`src/rtl/uart_tx_stream.sv`:
```
// uart_tx_stream
//   UART transmitter fed by a valid/ready byte stream. Bytes are queued and
//   shifted out LSB first with a configurable frame format:
//   start bit, DATA_BITS data bits, optional parity bit, STOP_BITS stop bits.
//
//   Build option UART_TX_FIFO_EN:
//     defined   - FIFO_DEPTH-entry transmit FIFO.
//     undefined - single holding register; o_count is 0 or 1 and
//                 FIFO_DEPTH only sets the width of o_count.
//
// Ports:
//   i_clk    system clock
//   i_rst    asynchronous active-low reset
//   i_valid  producer has a byte on i_data
//   i_data   byte to send (DATA_BITS wide)
//   o_ready  queue can accept a byte (registered)
//   o_tx     serial line, idles high (registered)
//   o_busy   a frame is in progress (registered)
//   o_count  queue occupancy
//
// FSM states:
//   state    | meaning
//   S_IDLE   | line high, waiting for a queued byte
//   S_LOAD   | pop head into shifter, latch parity (line still high)
//   S_START  | start bit, line low
//   S_DATA   | data bits, LSB first
//   S_PARITY | parity bit (never entered when PARITY = 0)
//   S_STOP   | STOP_BITS stop bits, line high

module uart_tx_stream #(
  parameter int CLKS_PER_BIT = 434,
  parameter int DATA_BITS    = 8,
  parameter int PARITY       = 0,
  parameter int STOP_BITS    = 1,
  parameter int FIFO_DEPTH   = 16
) (
  input  logic                          i_clk,
  input  logic                          i_rst,
  input  logic                          i_valid,
  input  logic [DATA_BITS-1:0]          i_data,
  output logic                          o_ready,
  output logic                          o_tx,
  output logic                          o_busy,
  output logic [$clog2(FIFO_DEPTH):0]   o_count
);

  localparam int TW = (CLKS_PER_BIT > 1) ? $clog2(CLKS_PER_BIT) : 1;
  localparam int BW = $clog2(DATA_BITS);
  localparam int AW = $clog2(FIFO_DEPTH);
  localparam int CW = AW + 1;

  localparam logic [TW-1:0] T_LAST    = TW'(CLKS_PER_BIT - 1);
  localparam logic [BW-1:0] B_LAST    = BW'(DATA_BITS - 1);
  localparam logic          STOP_LAST = 1'(STOP_BITS - 1);

  typedef enum logic [2:0] {
    S_IDLE,
    S_LOAD,
    S_START,
    S_DATA,
    S_PARITY,
    S_STOP
  } state_t;

  state_t                 state;
  logic [TW-1:0]          timer;
  logic [BW-1:0]          bit_idx;
  logic                   stop_idx;
  logic [DATA_BITS-1:0]   shifter;
  logic                   par_bit;

  logic                   push;
  logic                   pop;
  logic                   not_empty;
  logic [DATA_BITS-1:0]   head_data;

  // o_ready is a flop, so a full queue refuses a push even on a popping edge.
  assign push      = i_valid && o_ready;
  assign pop       = (state == S_LOAD);
  assign not_empty = (o_count != '0);

`ifdef UART_TX_FIFO_EN

  logic [DATA_BITS-1:0] mem [FIFO_DEPTH];
  logic [AW-1:0]        wr_ptr;
  logic [AW-1:0]        rd_ptr;
  logic [CW-1:0]        count_next;

  always_comb begin
    count_next = o_count;
    if (push && !pop) begin
      count_next = o_count + CW'(1);
    end else if (pop && !push) begin
      count_next = o_count - CW'(1);
    end
  end

  always_ff @(posedge i_clk or negedge i_rst) begin
    if (!i_rst) begin
      wr_ptr  <= '0;
      rd_ptr  <= '0;
      o_count <= '0;
      o_ready <= 1'b1;
    end else begin
      if (push) begin
        wr_ptr <= wr_ptr + AW'(1);
      end
      if (pop) begin
        rd_ptr <= rd_ptr + AW'(1);
      end
      o_count <= count_next;
      o_ready <= (count_next != CW'(FIFO_DEPTH));
    end
  end

  // Storage needs no reset: occupancy alone says which entries are live.
  always_ff @(posedge i_clk) begin
    if (push) begin
      mem[wr_ptr] <= i_data;
    end
  end

  assign head_data = mem[rd_ptr];

`else

  logic [DATA_BITS-1:0] hold_data;
  logic                 hold_full;
  logic                 full_next;

  assign full_next = (hold_full & ~pop) | push;

  always_ff @(posedge i_clk or negedge i_rst) begin
    if (!i_rst) begin
      hold_data <= '0;
      hold_full <= 1'b0;
      o_ready   <= 1'b1;
    end else begin
      if (push) begin
        hold_data <= i_data;
      end
      hold_full <= full_next;
      o_ready   <= ~full_next;
    end
  end

  assign o_count   = CW'(hold_full);
  assign head_data = hold_data;

`endif

  always_ff @(posedge i_clk or negedge i_rst) begin
    if (!i_rst) begin
      state    <= S_IDLE;
      timer    <= '0;
      bit_idx  <= '0;
      stop_idx <= 1'b0;
      shifter  <= '0;
      par_bit  <= 1'b0;
      o_tx     <= 1'b1;
      o_busy   <= 1'b0;
    end else begin
      case (state)
        S_IDLE: begin
          o_tx <= 1'b1;
          if (not_empty) begin
            state  <= S_LOAD;
            o_busy <= 1'b1;
          end
        end

        S_LOAD: begin
          shifter  <= head_data;
          // odd: bit set when data has an even number of ones
          par_bit  <= (PARITY == 1) ? ~^head_data : ^head_data;
          timer    <= '0;
          bit_idx  <= '0;
          stop_idx <= 1'b0;
          o_tx     <= 1'b0;
          state    <= S_START;
        end

        S_START: begin
          if (timer == T_LAST) begin
            timer <= '0;
            o_tx  <= shifter[0];
            state <= S_DATA;
          end else begin
            timer <= timer + TW'(1);
          end
        end

        S_DATA: begin
          if (timer == T_LAST) begin
            timer <= '0;
            if (bit_idx == B_LAST) begin
              if (PARITY != 0) begin
                o_tx  <= par_bit;
                state <= S_PARITY;
              end else begin
                o_tx  <= 1'b1;
                state <= S_STOP;
              end
            end else begin
              bit_idx <= bit_idx + BW'(1);
              shifter <= shifter >> 1;
              o_tx    <= shifter[1];
            end
          end else begin
            timer <= timer + TW'(1);
          end
        end

        S_PARITY: begin
          if (timer == T_LAST) begin
            timer <= '0;
            o_tx  <= 1'b1;
            state <= S_STOP;
          end else begin
            timer <= timer + TW'(1);
          end
        end

        S_STOP: begin
          if (timer == T_LAST) begin
            timer <= '0;
            if (stop_idx == STOP_LAST) begin
              // Back-to-back frames pass through one LOAD cycle, line high.
              if (not_empty) begin
                state <= S_LOAD;
              end else begin
                state  <= S_IDLE;
                o_busy <= 1'b0;
              end
            end else begin
              stop_idx <= stop_idx + 1'b1;
            end
          end else begin
            timer <= timer + TW'(1);
          end
        end

        default: begin
          state  <= S_IDLE;
          o_tx   <= 1'b1;
          o_busy <= 1'b0;
        end
      endcase
    end
  end

endmodule

```
`config.mk`:
```
export PLATFORM = sky130hd
export DESIGN_NAME = uart_tx_stream
export DESIGN_NICKNAME = d
export VERILOG_FILES = /design/src/rtl/uart_tx_stream.sv
export SDC_FILE = /design/constraint.sdc
export NUM_CORES = 1
export LEC_CHECK = 0
export BUFFER_PORTS_ARGS = -buffer_cell sky130_fd_sc_hd__buf_2
export CAP_MARGIN = 40
export CORE_ASPECT_RATIO = 1.1
export CORE_MARGIN = 8
export CORE_UTILIZATION = 45
export CTS_BUF_LIST = sky130_fd_sc_hd__clkbuf_2
export CTS_CLUSTER_DIAMETER = 120
export CTS_CLUSTER_SIZE = 20
export DETAILED_ROUTE_END_ITERATION = 8
export PLACE_DENSITY = 0.72
export SYNTH_ARGS = -nofsm -noshare
export SYNTH_HDL_FRONTEND = slang
export SYNTH_SLANG_ARGS = --single-unit
```
`constraint.sdc`:
```
create_clock -name i_clk -period 5 [get_ports i_clk]
set_clock_uncertainty 0.2 [all_clocks]
set_input_delay 1 -clock i_clk [delete_from_list [all_inputs] [get_ports i_clk]]
set_output_delay 1 -clock i_clk [all_outputs]
set_load 0.005 [all_outputs]
```
==> flow_summary_export.csv, run 1 <==
group,metric,value,unit
power,total_power,0.0004931,W
worst_setup_path,r2r_end,"timer[6]",
logic_synthesis,netlist.top_cell.by_area,"dfrtp_1",
timing,setup_ws,2.693,ns
worst_setup_path,worst_setup_path_start_kind,"register",
layout,drive_gt1_share,21.00,%
grt,use_met2,17.42,%
logic_synthesis,ys_warn_count,0,
timing,slew_viol_final,0,
run_status,status,"finished, final reports clean",
logic_synthesis,ys_types,51,
clock_network,worstSkewPairLatency,0.39,ns
layout,regArea,878.3,sq um
logic_synthesis,synthArstFlopShare,100.0,%
worst_setup_path,cp_cell_sequence,"ha_1 > a21oi_2 > a31oi_1 > a31oi_1",
grt,grt_use_met1,16.69,%
logic_synthesis,synth_area_leaders,"dfrtp_1, o22ai_1, mux2_2",
power,power-per-cell-area,244.5,nW/um^2
logic_synthesis,synth_commonest_cells,"dfrtp_1, nand2_1, o22ai_1, a21oi_1, inv_1",
timing,hold_ws,0.3240,ns
logic_synthesis,ys_seq_area_share,45.64,%
detailed_routing,drtPass1Iterations,5,
worst_setup_path,critPathRequiredTime,5.09,ns
clock_network,clkTransAtPathRegs,0.20,ns
timing,finalCriticalPeriod,2.307,ns
worst_setup_path,path_class,"reg -> reg",
clock_network,post_cts_resized,0,
grt,grt_usage,12.28,%
logic_synthesis,ys_seq_elements,35,
logic_synthesis,syn_area_per_cell,10.29,sq um
layout,final_nets,216,
floorplan,core_area,4192,sq um
worst_setup_path,cpMaxStageDelayCell,"dfrtp_1",
layout,fillers,408,
hold_path,min_path_type,"reg -> reg",
grt,antenna_found_initial,0,
worst_setup_path,cp-startpoint,"state[1]",
layout,area_delta_synth_final,4.811,%
timing,rsz0062_at_grt,"no",
layout,multi_input_area,924.6,sq um
clock_network,cts_root_buf,"clkbuf_2",
clock_network,cts_htree_levels,2,
worst_setup_path,rr_startpoint,"state[1]",
detailed_routing,detail_route.wl_per_cell,15.30,microns
layout,antennaDiodeCount,0,
placed_design,port_buffers,14,
timing,setup_tns,0,ns
worst_setup_path,cp.arrival,2.40,ns
logic_synthesis,synth_edf_count,0,
grt,grt_pass1_wl,6624,microns
floorplan,fp-row-count,25,
logic_synthesis,ys.flop_type,"dfrtp_1",
logic_synthesis,synth_most_common_cell,"dfrtp_1",
floorplan,fp.dieW,78.35,microns
hold_path,min_from,"o_tx",
placed_design,place_ws,2.779,ns
worst_setup_path,crit_buf_inv,0,
hold_path,hold-path-endpoint,"o_tx",
timing,slew_headroom,42.94,%
hold_path,min_path_cells,2,
timing,setup_viol,0,
worst_setup_path,r2r_cells,4,
clock_network,holdBufCountCts,0,
timing,tightestPinTransition,0.8559,ns
floorplan,die_h,84.59,microns
grt,grtUsageMet3,3.419,%
worst_setup_path,crit_fanout,28,
power,peakVddDrop,0.0001481,V
detailed_routing,ant_nets,0,
logic_synthesis,synthCells,187,
floorplan,die_area,6627,sq um
clock_network,numCtsBuffers,5,
logic_synthesis,synthesis.area,1924,sq um
detailed_routing,drtIter0Drc,79,
worst_setup_path,cp_top_family,"flip-flops",
detailed_routing,drc,0,
job,drv_cap,0,
grt,grt_pass1_vias,1398,
placed_design,place_area,1974,sq um
clock_network,clock_sinks,35,
placed_design,place_congestion,0.7926,
timing,finalHoldViolCount,0,
power,p_leak,0.8744,nW
clock_network,postCtsSetupBuffers,0,
detailed_routing,routed_wl,3887,microns
floorplan,initial_core_util,45.91,%
clock_network,clockBufferDepth,2,
worst_setup_path,critPathMaxStageDelay,0.94,ns
floorplan,ios,19,
grt,grt_max_degree,36,
worst_setup_path,rrSetupSlack,2.69,ns
worst_setup_path,critical_path.most_common_cell,"a31oi_1",
layout,final_cell_area,2017,sq um
logic_synthesis,synth.top_cell.area_share,42.91,%
placed_design,dp_hpwl,2779,microns
detailed_routing,dr_total_vias,1492,
worst_setup_path,endpoint_kind,"register",
grt,grt-ovfl-total,0,
detailed_routing,avgViaCountPerCell,5.874,
timing,period_share,46.14,%
clock_network,cts_tree,"built",
grt,grt_busiest_layer,"met2",
timing,max_freq,0.4335,GHz
## cell type report
cell class              instances  area share (%)
clock buffers                   6           1.489
clock inverters                 2          0.6203
inverters                       9           1.675
multi-input cells             134           45.84
flip-flops and latches         35           43.55
well taps                      54           3.350
repair buffers                 14           3.474
## metal layers
metal | wire length, microns | share of wire (%) | up-vias
met4 | 77 | 2.0 | 0
met3 | 131 | 3.4 | 8
li1 | - | - | 714
met1 | 1855 | 48 | 739
met2 | 1823 | 47 | 31
met5 | 0 | 0 | -
## worst max path at each step
stage | end | slack (ns) | cells past startpoint
2_1_floorplan | state[2] | 3.09 | 5
3_3_place_gp | state[2] | 2.84 | 3
3_5_place_dp | timer[6] | 2.78 | 4
4_1_cts | timer[6] | 2.68 | 4
5_1_grt | timer[6] | 2.49 | 4
6_report | timer[6] | 2.69 | 4
## per-stage QoR
step           std cells  utilization, %
2_1_floorplan        190               -
3_3_place_gp         246           47.10
3_5_place_dp         246           47.10
4_1_cts              254           48.12
5_1_grt              254           48.12
6_report             254           48.12
## state kept, by name, indices dropped and copies added, names as in the netlist
| signal | cells |
|---|---|
| timer | 9 |
| o_busy | 1 |
| hold_full | 1 |
| head_data | 8 |
| o_ready | 1 |
| o_tx | 1 |
| state | 3 |
| shifter | 8 |
| bit_idx | 3 |
## worst register-to-register path, delay by kind of cell, from the launching register on
family                   cells  cell delay, ns
flip-flops                   1            0.94
adder cells (fa/ha/maj)      1            0.42
AO/OA/AOI/OAI                3            0.65
## layout by cell type (no fill, tap or decap), types with 4 or more instances in the layout
| master | Yosys | final |
|---|---|---|
| nand4_1 | 4 | 4 |
| nand2b_1 | 5 | 5 |
| buf_2 | 0 | 14 |
| nor2_1 | 5 | 5 |
| a31oi_1 | 6 | 6 |
| mux2_2 | 8 | 8 |
| clkbuf_2 | 0 | 6 |
| conb_1 | 1 | 4 |
| o22ai_1 | 15 | 15 |
| ha_1 | 6 | 6 |
| o21ai_0 | 4 | 4 |
| nand2_1 | 18 | 18 |
| a21oi_1 | 12 | 12 |
| nand3_1 | 7 | 7 |
| inv_1 | 9 | 9 |
| dfrtp_1 | 33 | 33 |
## cell families (layout without fill, tap and decap cells)
family | count (synthesis) | count (layout) | synth area share (%)
XOR/XNOR | 2 | 2 | 0.9104
AND/OR/NAND/NOR | 56 | 56 | 17.69
flip-flops | 35 | 35 | 45.64
multiplexers | 10 | 10 | 5.722
other | 1 | 4 | 0.1949
adder cells (fa/ha/maj) | 6 | 6 | 3.901
AO/OA/AOI/OAI | 56 | 56 | 19.05
buffers and inverters | 21 | 31 | 6.892
## where the power goes
part,total (W),switching [W],internal [W],leakage [nW]
clock network,0.000131,0.0000951,0.0000357,0.0290
logic,0.0000386,0.0000153,0.0000232,0.420
registers,0.000324,0.0000152,0.000309,0.426
No activity file was read; power rests on OpenSTA's default activity.
==> run 2, diff against run 1 <==
Settings changed: ABC_AREA from default to 1.
Clock period 5 ns to 2.4 ns, I/O delays scaled along.
==> run 2 against run 1 <==
  * Worst hold slack worse by 0.21 ns
  * Critical path depth up 3
  * Combinational power rose to 3.1 times the previous value
  * Power up 120%
  * Sequential cell count unchanged
  * Sequential power up 110%
  * Die area up 0.68%
  * Register-to-register slack worse by 2.2 ns
  * Synthesized cell count up 26%
  * Worst setup slack worse by 2.2 ns
  * First-iteration DRC count up 48%
  * Wire length down 3.4%
  * Critical endpoint is now bit_idx[0]
  * Largest cell class unchanged
  * Highest routed layer unchanged
==> flow_summary_export.csv, run 2 <==
group,metric,value,unit
logic_synthesis,ys_seq_elements,35,
timing,tightestPinTransition,0.7671,ns
layout,final_nets,269,
layout,largest_register,"timer",
grt,grt_pass1_vias,1579,
placed_design,place_congestion,0.8437,
worst_setup_path,r2r_end,"bit_idx[0]",
hold_path,min_path_type,"in -> reg",
clock_network,cts_htree_levels,2,
layout,regArea,878.3,sq um
clock_network,clkTransAtPathRegs,0.18,ns
layout,fillers,419,
worst_setup_path,rr_startpoint,"state[0]",
logic_synthesis,synth.top_cell.area_share,42.55,%
floorplan,die_h,84.88,microns
logic_synthesis,synthArstFlopShare,100.0,%
run_status,status,"finished, final reports clean",
grt,antenna_found_initial,0,
power,power-per-cell-area,513.7,nW/um^2
detailed_routing,drtPass1Iterations,4,
layout,multi_input_area,912.1,sq um
timing,rsz0062_at_grt,"no",
detailed_routing,drc,0,
floorplan,fp-row-count,25,
layout,final_cell_mix,"nand2_1, dfrtp_1, nand3_1",
timing,slew_headroom,48.86,%
worst_setup_path,endpoint_kind,"register",
clock_network,cts_tree,"built",
layout,layout_commonest_cell,"nand2_1",
detailed_routing,drtIter0Drc,117,
logic_synthesis,synth_edf_count,0,
clock_network,clockBufferDepth,2,
layout,largest_register_ffs,9,
timing,finalHoldViolCount,0,
timing,slew_viol_final,0,
worst_setup_path,crit_fanout,13,
worst_setup_path,cp-startpoint,"state[0]",
power,peakVddDrop,0.0004092,V
timing,hold_ws,0.1158,ns
detailed_routing,routed_wl,3754,microns
logic_synthesis,ys.flop_type,"dfrtp_1",
worst_setup_path,path_class,"reg -> reg",
clock_network,worstSkewPairLatency,0.38,ns
logic_synthesis,ys_warn_count,0,
detailed_routing,dr_total_vias,1537,
clock_network,clock_sinks,35,
placed_design,dp_hpwl,2779,microns
floorplan,core_area,4223,sq um
logic_synthesis,synthesis.area,1941,sq um
floorplan,initial_core_util,45.96,%
floorplan,die_area,6672,sq um
worst_setup_path,rrSetupSlack,0.54,ns
detailed_routing,avgViaCountPerCell,5.007,
logic_synthesis,synth_commonest_cells,"nand2_1, dfrtp_1, nand3_1, inv_1, a21oi_1",
grt,grt_max_degree,36,
worst_setup_path,critPathRequiredTime,2.48,ns
job,drv_cap,0,
worst_setup_path,crit_end,"bit_idx[0]",
logic_synthesis,synth_area_leaders,"dfrtp_1, nand2_1, nand3_1",
worst_setup_path,cp.arrival,1.94,ns
grt,grt_usage,12.42,%
logic_synthesis,ys_seq_area_share,45.26,%
floorplan,ios,19,
layout,antennaDiodeCount,0,
timing,setup_viol,0,
placed_design,port_buffers,14,
worst_setup_path,r2r_cells,7,
worst_setup_path,worst_setup_path_start_kind,"register",
floorplan,fp.dieW,78.62,microns
layout,finish.utilization,49.10,%
logic_synthesis,synth_most_common_cell,"nand2_1",
timing,finalCriticalPeriod,1.863,ns
logic_synthesis,ys_types,27,
logic_synthesis,netlist.top_cell.by_area,"dfrtp_1",
clock_network,post_cts_resized,0,
logic_synthesis,syn_area_per_cell,8.223,sq um
timing,period_share,77.61,%
timing,setup_tns,0,ns
power,p_leak,1.106,nW
grt,grt-ovfl-total,0,
clock_network,cts_root_buf,"clkbuf_2",
layout,area_delta_synth_final,6.834,%
clock_network,numCtsBuffers,5,
detailed_routing,ant_nets,0,
grt,grt_pass1_wl,6727,microns
detailed_routing,detail_route.wl_per_cell,12.23,microns
layout,drive_gt1_share,19.37,%
timing,max_freq,0.5369,GHz
logic_synthesis,synthCells,236,
## run 2: cell count changes in the layout (fill, tap and decap cells not counted), moves of 4 or more
cell,previous run,this run
nand3_1,7,25
o21ai_0,4,8
nor2_1,5,9
nand2_1,18,77
o22ai_1,15,2
a31oi_1,6,1
nand2_2,0,6
nand2b_1,5,0
inv_1,9,22
## run 2: per-layer routing
layer	up-vias	global-route usage, %	wire (microns)
met2	32	20.66	1883
li1	784	-	-
met3	4	2.748	173
met4	0	6.239	40
met5	-	0	0
met1	717	14.58	1657
## run 2: worst min path at each step
stage | from | end | slack (ns) | depth (start not counted)
after floorplan | i_rst | bit_idx[0] | -0.02 | 0
after global placement | o_tx | o_tx | 0.25 | 2
after detailed placement | o_tx | o_tx | 0.25 | 2
after global routing | i_data[6] | head_data[6] | 0.09 | 2
final | i_data[6] | head_data[6] | 0.12 | 2
after CTS | i_data[6] | head_data[6] | 0.09 | 2
## run 2: layout make-up
class                      count  area share [%]
multi-input combinational    171           44.00
sequential                    35           42.37
inverter                      24           4.466
timing repair buffer          15           3.862
tap                           54           3.259
clock buffer                   6           1.448
clock inverter                 2          0.6035
## run 2: stage by stage
step / power, W / cells / cell area, sq um / worst slack, ns
after floorplan: 0.0007639 / 239 / 1952 / 0.8233
after global placement: 0.0007970 / 298 / 2021 / 0.5838
after detailed placement: 0.0008037 / 298 / 2021 / 0.5786
after CTS: 0.001081 / 307 / 2073 / 0.5486
after global routing: 0.001129 / 307 / 2073 / 0.3825
final: 0.001065 / 307 / 2073 / 0.5374
## run 2: cells by family after synthesis
family          count (synthesis)  synth area share [%]
compound gates                 24                 6.770
xor+xnor                        1                0.4514
fa+ha+maj                       6                 3.868
buf+inv                        33                 8.317
flops                          35                 45.26
mux                             7                 4.062
other cells                     1                0.1932
simple gates                  129                 31.08
## run 2: what timing repair did
item | CTS | global route
hold endpoints to repair | 33 | 0
setup buffers | 0 | 0
endpoints found under the setup margin | 0 | 0
hold buffers | 1 | 0
## run 2: critical path, cell delays in order, from the launching register on
cell and delay [ns]:
dfrtp_1 0.59, nand2_2 0.11, nor2_4 0.31, nand2_2 0.13
nand2_4 0.14, nand2_4 0.13, nand2_1 0.07, o21ai_0 0.07
## run 2: power breakdown
part | switching [W] | internal [W] | leakage (nW)
Sequential | 0.0000269 | 0.000642 | 0.420
Clock | 0.000201 | 0.0000743 | 0.0290
Combinational | 0.0000575 | 0.0000634 | 0.657
==> run 3, diff against run 2 <==
Settings changed: ABC_AREA 1 to 0.
Clock period 2.4 ns to 1.8 ns, I/O delays scaled along.
==> run 3 against run 2 <==
  * The flow now finishes with violations (negative setup slack)
  * Highest routed layer unchanged
  * Cell count is 1.6% lower
  * Critical endpoint is now shifter[6]
  * Power is 35% higher
  * Critical path depth is 2 lower
  * Clock-buffer cell count is 1 lower
  * Clock power is 51% higher
  * Largest cell class unchanged
==> flow_summary_export.csv, run 3 (same netlist as run 1, synthesis figures left out) <==
group,metric,value,unit
layout,final_cell_mix,"buf_4, dfrtp_1, nand2_1",
detailed_routing,dr_wl_met3,240,microns
detailed_routing,wl_met2,2364,microns
clock_network,clkTransAtPathRegs,0.21,ns
detailed_routing,ant_nets,0,
clock_network,numCtsBuffers,5,
layout,final_nets,264,
layout,final_cell_area,2540,sq um
floorplan,initial_core_util,45.91,%
placed_design,port_buffers,14,
timing,rsz0062_at_grt,"yes",
run_status,status,"finished, violations left",
job,drv_cap,0,
grt,grt_usage,14.47,%
timing,setup_viol,9,
detailed_routing,drtIter0Drc,94,
clock_network,cts_tree,"built",
layout,area_delta_synth_final,31.99,%
power,peakVddDrop,0.0005319,V
timing,finalHoldViolCount,0,
timing,setup_tns,-0.3311,ns
clock_network,clock_sinks,35,
detailed_routing,avgViaCountPerCell,5.613,
grt,grt_pass1_vias,1643,
worst_setup_path,cp_top_family,"simple AND/OR/NAND/NOR gates",
timing,finalCriticalPeriod,1.868,ns
worst_setup_path,endpoint_kind,"register",
worst_setup_path,critPathRequiredTime,1.96,ns
detailed_routing,routed_wl,4731,microns
worst_setup_path,cp.arrival,2.02,ns
power,p_int,0.001036,W
power,pwr-share-comb,8.9,%
worst_setup_path,critPathMaxStageDelay,0.59,ns
layout,largest_register_ffs,9,
placed_design,dp_hpwl,3124,microns
grt,grt_pass1_wl,7866,microns
layout,layout_commonest_cell,"buf_4",
detailed_routing,detail_route.wl_per_cell,15.67,microns
layout,antennaDiodeCount,0,
floorplan,fp.dieW,78.35,microns
worst_setup_path,cp_cell_sequence,"or4b_4 > nor3_4 > buf_6 > o22ai_1 > a21oi_1",
placed_design,place_area,2232,sq um
placed_design,place_congestion,0.8657,
worst_setup_path,cpMaxStageDelayCell,"or4b_4",
placed_design,place_ws,-0.05874,ns
floorplan,die_area,6627,sq um
detailed_routing,highest_layer,"met4",
layout,fillers,370,
layout,drive_gt1_share,39.92,%
layout,largest_register,"timer",
clock_network,cts_htree_levels,2,
grt,antenna_found_initial,0,
timing,period_share,103.8,%
worst_setup_path,path_class,"reg -> reg",
power,switching_power,0.0004066,W
floorplan,die_h,84.59,microns
clock_network,cts_root_buf,"clkbuf_2",
worst_setup_path,crit_fanout,7,
power,p_leak,1.101,nW
layout,finish.utilization,60.60,%
power,power-per-cell-area,567.9,nW/um^2
detailed_routing,wl_met1,2041,microns
floorplan,fp-row-count,25,
detailed_routing,dr_total_vias,1695,
power,switching_share,28.19,%
floorplan,core_area,4192,sq um
floorplan,ios,19,
hold_path,min_path_type,"in -> reg",
grt,grt_max_degree,36,
clock_network,worstSkewPairLatency,0.41,ns
run_status,violations,"negative setup slack",
timing,slew_viol_final,0,
worst_setup_path,crit_buf_inv,1,
detailed_routing,drtPass1Iterations,5,
worst_setup_path,worst_setup_path_start_kind,"register",
timing,setup_ws,-0.06766,ns
clock_network,clockBufferDepth,2,
detailed_routing,drc,0,
timing,max_freq,0.5354,GHz
grt,grt-ovfl-total,0,
power,seq_power_share,62.4,%
power,clockPowerShare,28.7,%
run 3: changes by cell type in the layout (fill, tap and decap cells not counted), moves of 5 or more:
cell	before	now
nand3_1	25	6
a31oi_1	1	6
dlygate4sd3_1	1	9
nand2_2	6	1
buf_4	0	34
o22ai_1	2	11
nand2b_1	0	5
o21ai_0	8	3
nand2_1	77	16
inv_1	22	9
run 3: what timing repair did:
action	in CTS	in global routing
cloned	0	1
gates resized for setup	8	20
endpoints found under the setup margin	14	23
buffers inserted	0	6
hold endpoints to repair	41	0
hold buffers	9	0
pin swaps	10	12
run 3: path summary, 6_finish.rpt:
path | end | depth (start not counted) | start | slack, ns
worst max-delay path | shifter[6] | 5 | timer[2] | -0.07
worst min-delay path | o_ready | 4 | i_valid | 0.23
worst max register to register | shifter[6] | 5 | timer[2] | -0.07
worst min register to register | o_tx | 2 | o_tx | 0.33
max in group asynchronous | o_ready | 3 | i_rst | 0.76
min in group asynchronous | timer[5] | 3 | i_rst | 0.28
run 3: layout make-up:
cell class | count | area [sq um] | area share [%]
Multi-Input combinational cell | 135 | 1049 | 41.28
Sequential cell | 35 | 880.8 | 34.68
Timing Repair Buffer | 61 | 460.4 | 18.13
Tap cell | 54 | 67.56 | 2.660
Inverter | 9 | 33.78 | 1.330
Clock buffer | 5 | 25.02 | 0.9852
Clock inverter | 3 | 23.77 | 0.9360
run 3: layer usage:
metal | global-route usage, % | vias up
met1 | 18.36 | 825
met2 | 23.23 | 47
li1 | - | 816
met5 | 0 | -
met3 | 3.312 | 7
met4 | 5.228 | 0
run 3: power groups by stage:
stage	combinational [W]	clock, W	sequential, W
floorplan	0.0000819	0	0.000898
global placement	0.000110	0	0.000909
detailed placement	0.000114	0	0.000912
CTS	0.000129	0.000420	0.000897
global route	0.000142	0.000456	0.000908
finish	0.000129	0.000414	0.000900
run 3: tightest hold or removal path: cells and delay by family:
| kind | cells | cell delay (ns) |
|---|---|---|
| buf+inv | 2 | 0.12 |
| simple gates | 2 | 0.39 |
run 3: through the flow:
step                hold slack, ns  total power [W]  instances
floorplan                  -0.1356        0.0009802        190
global placement            0.2237         0.001018        279
detailed placement          0.2242         0.001026        279
CTS                         0.2401         0.001446        296
global route                0.2743         0.001506        302
finish                      0.2324         0.001443        302
